<file path="src/rtl/instr_fetch.sv">
// Instruction fetch front end: issues in-order word reads, buffers returned words
// with their PCs, and hands one instruction per cycle to the decoder.
module instr_fetch #(
    parameter logic [31:0] RESET_PC   = 32'h0000_0000,
    parameter int          FIFO_DEPTH = 2
) (
    input  logic        clk,
    input  logic        rst_n,
    output logic        imem_req,
    output logic [31:0] imem_addr,
    input  logic        imem_gnt,
    input  logic        imem_rvalid,
    input  logic [31:0] imem_rdata,
    input  logic        redirect,
    input  logic [31:0] redirect_pc,
    input  logic        stall,
    output logic [31:0] instr,
    output logic [31:0] pc,
    output logic        ce
);
    localparam int          PW        = $clog2(FIFO_DEPTH);
    localparam int          CW        = PW + 1;
    localparam logic [CW:0] DEPTH_SUM = (CW + 1)'(FIFO_DEPTH);
    localparam logic [31:0] PC_MASK   = 32'hFFFF_FFFC;

    logic [31:0]   fetch_pc;
    logic          req_q;
    logic [CW-1:0] outstanding;
    logic [CW-1:0] discard_cnt;
    logic [CW-1:0] fifo_count;

    logic [31:0]   aq_pc [FIFO_DEPTH];
    logic [PW-1:0] aq_rd;
    logic [PW-1:0] aq_wr;

    logic [31:0]   fifo_word [FIFO_DEPTH];
    logic [31:0]   fifo_pc [FIFO_DEPTH];
    logic [PW-1:0] fifo_rd;
    logic [PW-1:0] fifo_wr;

    logic          issue;
    logic          accept;
    logic          drop;
    logic          pop;
    logic          req_next;
    logic [CW-1:0] outstanding_next;
    logic [CW-1:0] discard_next;
    logic [CW-1:0] count_next;
    logic [CW:0]   credit_sum;

    always_comb begin
        issue            = req_q & imem_gnt;
        drop             = imem_rvalid & (discard_cnt != '0);
        accept           = imem_rvalid & (discard_cnt == '0) & ~redirect;
        pop              = (fifo_count != '0) & ~stall & ~redirect;
        outstanding_next = outstanding + CW'(issue) - CW'(imem_rvalid);
        discard_next     = discard_cnt - CW'(drop);
        count_next       = fifo_count + CW'(accept) - CW'(pop);
        if (redirect) begin
            // Every read still in flight (including one granted right now) is stale.
            discard_next = outstanding_next;
            count_next   = '0;
        end
        credit_sum = {1'b0, outstanding_next} + {1'b0, count_next};
        if (redirect) begin
            req_next = 1'b0;
        end else if (req_q && !imem_gnt) begin
            req_next = 1'b1;
        end else begin
            req_next = credit_sum < DEPTH_SUM;
        end
    end

    always_ff @(posedge clk or negedge rst_n) begin
        if (!rst_n) begin
            fetch_pc    <= RESET_PC & PC_MASK;
            req_q       <= 1'b0;
            outstanding <= '0;
            discard_cnt <= '0;
            fifo_count  <= '0;
            aq_rd       <= '0;
            aq_wr       <= '0;
            fifo_rd     <= '0;
            fifo_wr     <= '0;
        end else begin
            req_q       <= req_next;
            outstanding <= outstanding_next;
            discard_cnt <= discard_next;
            fifo_count  <= count_next;
            if (redirect) begin
                fetch_pc <= redirect_pc & PC_MASK;
                aq_rd    <= '0;
                aq_wr    <= '0;
                fifo_rd  <= '0;
                fifo_wr  <= '0;
            end else begin
                if (issue) begin
                    fetch_pc <= fetch_pc + 32'd4;
                    aq_wr    <= aq_wr + PW'(1);
                end
                if (accept) begin
                    aq_rd   <= aq_rd + PW'(1);
                    fifo_wr <= fifo_wr + PW'(1);
                end
                if (pop) begin
                    fifo_rd <= fifo_rd + PW'(1);
                end
            end
        end
    end

    always_ff @(posedge clk) begin
        if (issue && !redirect) begin
            aq_pc[aq_wr] <= fetch_pc;
        end
    end

    always_ff @(posedge clk or negedge rst_n) begin
        if (!rst_n) begin
            for (int i = 0; i < FIFO_DEPTH; i++) begin
                fifo_word[i] <= '0;
                fifo_pc[i]   <= RESET_PC;
            end
        end else if (accept) begin
            fifo_word[fifo_wr] <= imem_rdata;
            fifo_pc[fifo_wr]   <= aq_pc[aq_rd];
        end
    end

    assign imem_req  = req_q;
    assign imem_addr = fetch_pc;
    assign ce        = fifo_count != '0;
    assign instr     = fifo_word[fifo_rd];
    assign pc        = fifo_pc[fifo_rd];

    // Credit rule guarantees these; a violation means a memory protocol error.
    a_rvalid_issued : assert property (@(posedge clk) disable iff (!rst_n)
        imem_rvalid |-> outstanding != '0);
    a_out_bound : assert property (@(posedge clk) disable iff (!rst_n)
        outstanding <= CW'(FIFO_DEPTH));
    a_fifo_bound : assert property (@(posedge clk) disable iff (!rst_n)
        fifo_count <= CW'(FIFO_DEPTH));
    a_discard_bound : assert property (@(posedge clk) disable iff (!rst_n)
        discard_cnt <= outstanding);
endmodule

</file>
<file path="config.mk">
export PLATFORM = sky130hd
export DESIGN_NAME = instr_fetch
export DESIGN_NICKNAME = d
export VERILOG_FILES = /design/src/rtl/instr_fetch.sv
export SDC_FILE = /design/constraint.sdc
export NUM_CORES = 1
export LEC_CHECK = 0
export BUFFER_PORTS_ARGS = -buffer_cell sky130_fd_sc_hd__buf_2
export CAP_MARGIN = 10
export CORE_ASPECT_RATIO = 0.7
export CORE_UTILIZATION = 51
export CTS_BUF_LIST = sky130_fd_sc_hd__clkbuf_16
export DETAILED_ROUTE_END_ITERATION = 8
export GPL_TIMING_DRIVEN = 1
export PLACE_DENSITY = 0.79
export SYNTH_ARGS = -nofsm -noshare
export SYNTH_HDL_FRONTEND = slang
export SYNTH_SLANG_ARGS = --single-unit
</file>
<file path="constraint.sdc">
create_clock -name clk -period 4.9 [get_ports clk]
set_input_delay 1.47 -clock clk [delete_from_list [all_inputs] [get_ports clk]]
set_output_delay 1.47 -clock clk [all_outputs]
set_load 0.1 [all_outputs]
</file>
# Word-level counts from Yosys, hierarchy flattened
# Memories as Yosys holds them, arrays and structs flattened.
# Cells that the tools add are included.
# W data, S select, Z words.
[word_totals] ff_bits=171 mem_bits_rw=64 mem_count=1
[mem_list] memory="aq_pc" depth=2 width=32 rd=1 rd_ports_with_merged_regs=0 write_ports=1 line_no="32" rtl="logic [31:0] aq_pc [FIFO_DEPTH];"
[classes] addsub=11 n_lt_le_gt_ge=4 mux=26 bitwise_logic=10 reduce_logical=11
[ops] op="$mux W32" n=9
[ops] op="$bwmux W64" n=2
[ops] op="$add A32 B3 Y32 const B" n=1
[ops] op="$demux W32 S1" n=1
[ops] op="$mux W1" n=12
[ops] op="$reduce_bool A2 Y1" n=5
[ops] op="$and A1 B1 Y1" n=6
[ops] op="$sub A2 B1 Y2" n=3
[ops] op="$add A1 B1 Y1 const B" n=4
[ops] op="$add A2 B1 Y2" n=2
[ops] op="$ge A2 B2 Y1 const B" n=2
[ops] op="$mux W2" n=2
[ops] op="$not A1 Y2" n=2
[ops] op="$add A2 B2 Y3" n=1
[ops] op="$logic_and A1 B1 Y1" n=3
[ops] op="$lt A3 B2 Y1 const B" n=1
[ops] op="$logic_not A1 Y1" n=2
[ops] op="$logic_not A2 Y1" n=1
[ops] op="$lt A2 B1 Y1 const B" n=1
[ops] op="$not A1 Y1" n=2

# Logic depth before layout (Yosys ltp)
[depth] word_depth=10 depth_mapped=12 depth_no_buf=11

# Worst setup path after synthesis
# No wires, ideal clock.
[synth_timing] kind="input to register" from="input redirect" to="memory aq_pc[1][10], enable pin" arrival_time_ps=4111 t_required_ps=4439 slack_ps=328 stages=3 path_cell_list="clkbuf_1 clkbuf_1 nor3b_1"
[synth_via] elab_chain_cells=4
[synth_lines] element="from (decl)" line_no="14" rtl="input logic redirect,"
[synth_lines] element="$logic_not A1 Y1" line_no="113" rtl="if (issue && !redirect) begin"
[synth_lines] element="$logic_and A1 B1 Y1" line_no="113"
[synth_lines] element="$mux W1" line_no="113"
[synth_lines] element="$mux W1 (implied by the code)" line_no="114" rtl="aq_pc[aq_wr] <= fetch_pc;"
[synth_lines] element="to (decl)" line_no="32"
# No other way between the ends.

# Final worst setup path
[layout_timing] from="register fifo_rd" to="output pc[19]"
[layout_via] elab_chain_cells=4
[layout_lines] element="from (decl)" line_no="38" rtl="logic [PW-1:0] fifo_rd;"
[layout_lines] element="from (signal assigned)" line_no="106" rtl="fifo_rd <= fifo_rd + PW'(1);"
[layout_lines] element="$not A1 Y2 (implied by the code)" line_no="134" rtl="assign pc = fifo_pc[fifo_rd];"
[layout_lines] element="$mux W32 (implied by the code) (3 in series)" line_no="134"
[layout_lines] element="to (decl)" line_no="18" rtl="output logic [31:0] pc,"
# No other way between the ends. The select of a mux whose other input is x is not followed.

==> results.json <==
{
  "outcome": "complete, no violations",
  "drt_pre_antenna_iters": 4,
  "setup.worst_path.end_class": "primary output",
  "mostFrequentLayoutCell": "mux2_2",
  "pin_count_of_the_biggest_net_entering_global_routing": 63,
  "timing.critical_path.slowest_stage_cell": "dfrtp_2",
  "die_width_um": 168,
  "synth.distinct_cells": 42,
  "syn-cell-area_sq_mm": 0.00982,
  "routed_via_density": 5.55,
  "number_of_global_route_vias_before_repair": 6157,
  "syn_area_per_cell_sq_um": 14.4,
  "worst_path_largest_cell_delay_ns": 0.85,
  "min-delay-path-class": "flip-flop to flip-flop",
  "synth_top_cells_by_area": "dfrtp_1, mux2_2, edfxtp_1, or4_1, a31oi_1",
  "ios": 168,
  "crit_start": "fifo_rd",
  "crit-reg2reg-launch": "discard_cnt[1]",
  "die_height_um": 118,
  "most-common-layout-cells": "mux2_2, dfrtp_1, buf_2, edfxtp_1, nand2_1",
  "layout_skew_ns": 0.00928,
  "timing.critical_path.required_ns": 3.43,
  "proportion_of_register_bits_with_asynchronous_set_or_reset_after_synthesis": 0.733,
  "yosysSeqAreaShare": 0.604,
  "cts_setup_buffers": 0,
  "crit_buf_inv": 2,
  "library_cell_occupying_the_most_area_in_the_post_synthesis_netlist": "dfrtp_1",
  "yosys_register_bits": 225,
  "areaGrowthSynthToFinish_pct": 17.3,
  "initial_utilization": 0.521,
  "cts-hold-fix-buffers": 0,
  "synth_top_area_frac": 0.420,
  "fill_cells": 1439,
  "die_area_sq_mm": 0.0198,
  "clkSinkCount": 225,
  "ys_dominant_reg_cell": "dfrtp_1",
  "clk_latency_ns": 0.50,
  "final_hold_viol_count": 0,
  "fmax_ghz": 0.254,
  "antenna_left": 0,
  "worst_setup_path_start_kind": "flip-flop",
  "wirelength_met1_um": 9630,
  "place.detailed.hpwl_um": 13300,
  "final.setup.tns_ns": 0,
  "path_max_fanout": 32,
  "arrival_ns": 2.46,
  "gp_congestion": 0.752,
  "post_cts_resize_count": 0,
  "period_share": 0.802,
  "met2WireLength_um": 8820,
  "finish.net_count": 918,
  "critical_path.cell_chain": "buf_4 > mux2_2 > buf_2",
  "wl_met3_um": 1060,
  "port_buffers": 161,
  "1st_iter_drt_viols": 420,
  "max_slew_margin": 0.316,
  "drc_errors": 0,
  "floorplan.rows": 42,
  "top_layer_used": "met4",
  "setup-violations-final": 0,
  "global_route_wire_length_before_repair_um": 33000,
  "pins_over_their_slew_limit": 0,
  "grt_remaining_overflow": 0,
  "worst_slew_pin_slew_ns": 1.03,
  "layout.core_utilization": 0.611,
  "initial_antenna_violation_count": 0,
  "worst_min_delay_path_startpoint": "fifo_pc[48]",
  "deepest_level_of_the_cts_h_tree": 1,
  "unrepaired_setup_endpoints_after_global_routing": "false",
  "coreArea_sq_mm": 0.0189,
  "cts_buffer_depth": 3,
  "max-cap-violations": 0,
  "ys_warn_count": 0,
  "tritoncts": "built",
  "routed_wl_um": 20000,
  "synth-edff-count": 60,
  "routedWlPerCell_um": 18.2,
  "path_class": "flip-flop to primary output",
  "grt_util_all_layers": 0.210,
  "number_of_buffers_created_by_cts": 22,
  "post_route_cells_drive_above_1_share": 0.497,
  "clock_pin_slew_reported_for_the_worst_setup_and_hold_paths_after_clock_tree_synthesis_ns": 0.07,
  "post_synth_inst_count": 680,
  "critical-path-top-delay-family": "flip-flops",
  "clock_tree.root_cell": "clkbuf_16",
  "hold-worst-slack_ns": 0.489,
  "vias": 6108,
  "final.min_clock_period_ns": 3.93
}
==> synthesized netlist by cell type, types with 2 or more instances <==
master and instances:
and4_1 2, a21oi_1 3, or3_1 4, xnor2_1 7
ha_1 6, mux2_1 4, nand4_4 2, buf_4 10
nor2_1 25, a31oi_1 17, nor3_1 2, dfrtp_1 165
nand3_1 12, nand4_1 6, and3_2 2, buf_1 4
nand2_1 26, o211ai_1 2, buf_6 2, edfxtp_1 60
o21ai_0 16, inv_1 8, o31ai_1 14, or4_1 16
mux2_2 212, buf_2 5, and3_1 5, xor2_1 11
and2_1 2, clkbuf_1 18
==> cell families (layout without fill, tap and decap cells) <==
logic type / count (synthesis) / after routing / synth area share
AOI/OAI and AO/OA: 53 / 53 / 0.0335
xor gates and xnor gates: 18 / 18 / 0.0160
adders and majority gates: 7 / 7 / 0.00968
buffers and inverters: 48 / 222 / 0.0245
DFF: 225 / 225 / 0.604
muxes: 217 / 217 / 0.249
other: 1 / 5 / 0.000382
and+or+nand+nor: 111 / 111 / 0.0636
==> sequential cells by signal, summed over array words and instances, names as in the netlist <==
register     flops
fifo_word       64
aq_pc           60
fifo_pc         60
imem_addr       30
discard_cnt      2
fifo_count       2
outstanding      2
aq_rd            1
aq_wr            1
fifo_rd          1
fifo_wr          1
imem_req         1
==> final timing paths <==
| kind | end | slack [ns] | cells past startpoint |
|---|---|---|---|
| min reg2reg | fifo_pc[48] | 0.49 | 1 |
| min | fifo_pc[48] | 0.49 | 1 |
| max in group asynchronous | fifo_word[48] | 3.02 | 2 |
| max | pc[19] | 0.97 | 3 |
| min in group asynchronous | fifo_pc[8] | 0.94 | 1 |
| max reg2reg | imem_req | 2.12 | 11 |
==> stage by stage <==
step                cells  setup WS [ns]  cell area [sq um]
floorplan             683          0.328               9830
detailed placement   1059          0.969              10900
global placement     1059           1.00              10900
CTS                  1099          0.913              11500
global route         1099          0.853              11500
finish               1100          0.969              11500
==> metal layers <==
layer | vias up | global-route usage
met3 | 41 | 0.0380
li1 | 2825 | -
met1 | 3075 | 0.314
met2 | 167 | 0.315
met5 | - | 0
met4 | 0 | 0.0545
==> layout make-up <==
class                   instances  area, sq um  area share
repair buffers                174          922      0.0800
clock buffers                  23          576      0.0499
clock inverters                17         71.3     0.00619
multi-input cells             410         3690       0.320
diodes                          1         2.50    0.000217
well taps                     242          303      0.0263
flip-flops and latches        225         5930       0.515
inverters                       8         30.0     0.00261
Power is left out: the tool's default activity adds up to more than one toggle a clock period on the data nets, which glitch-free logic cannot reach.
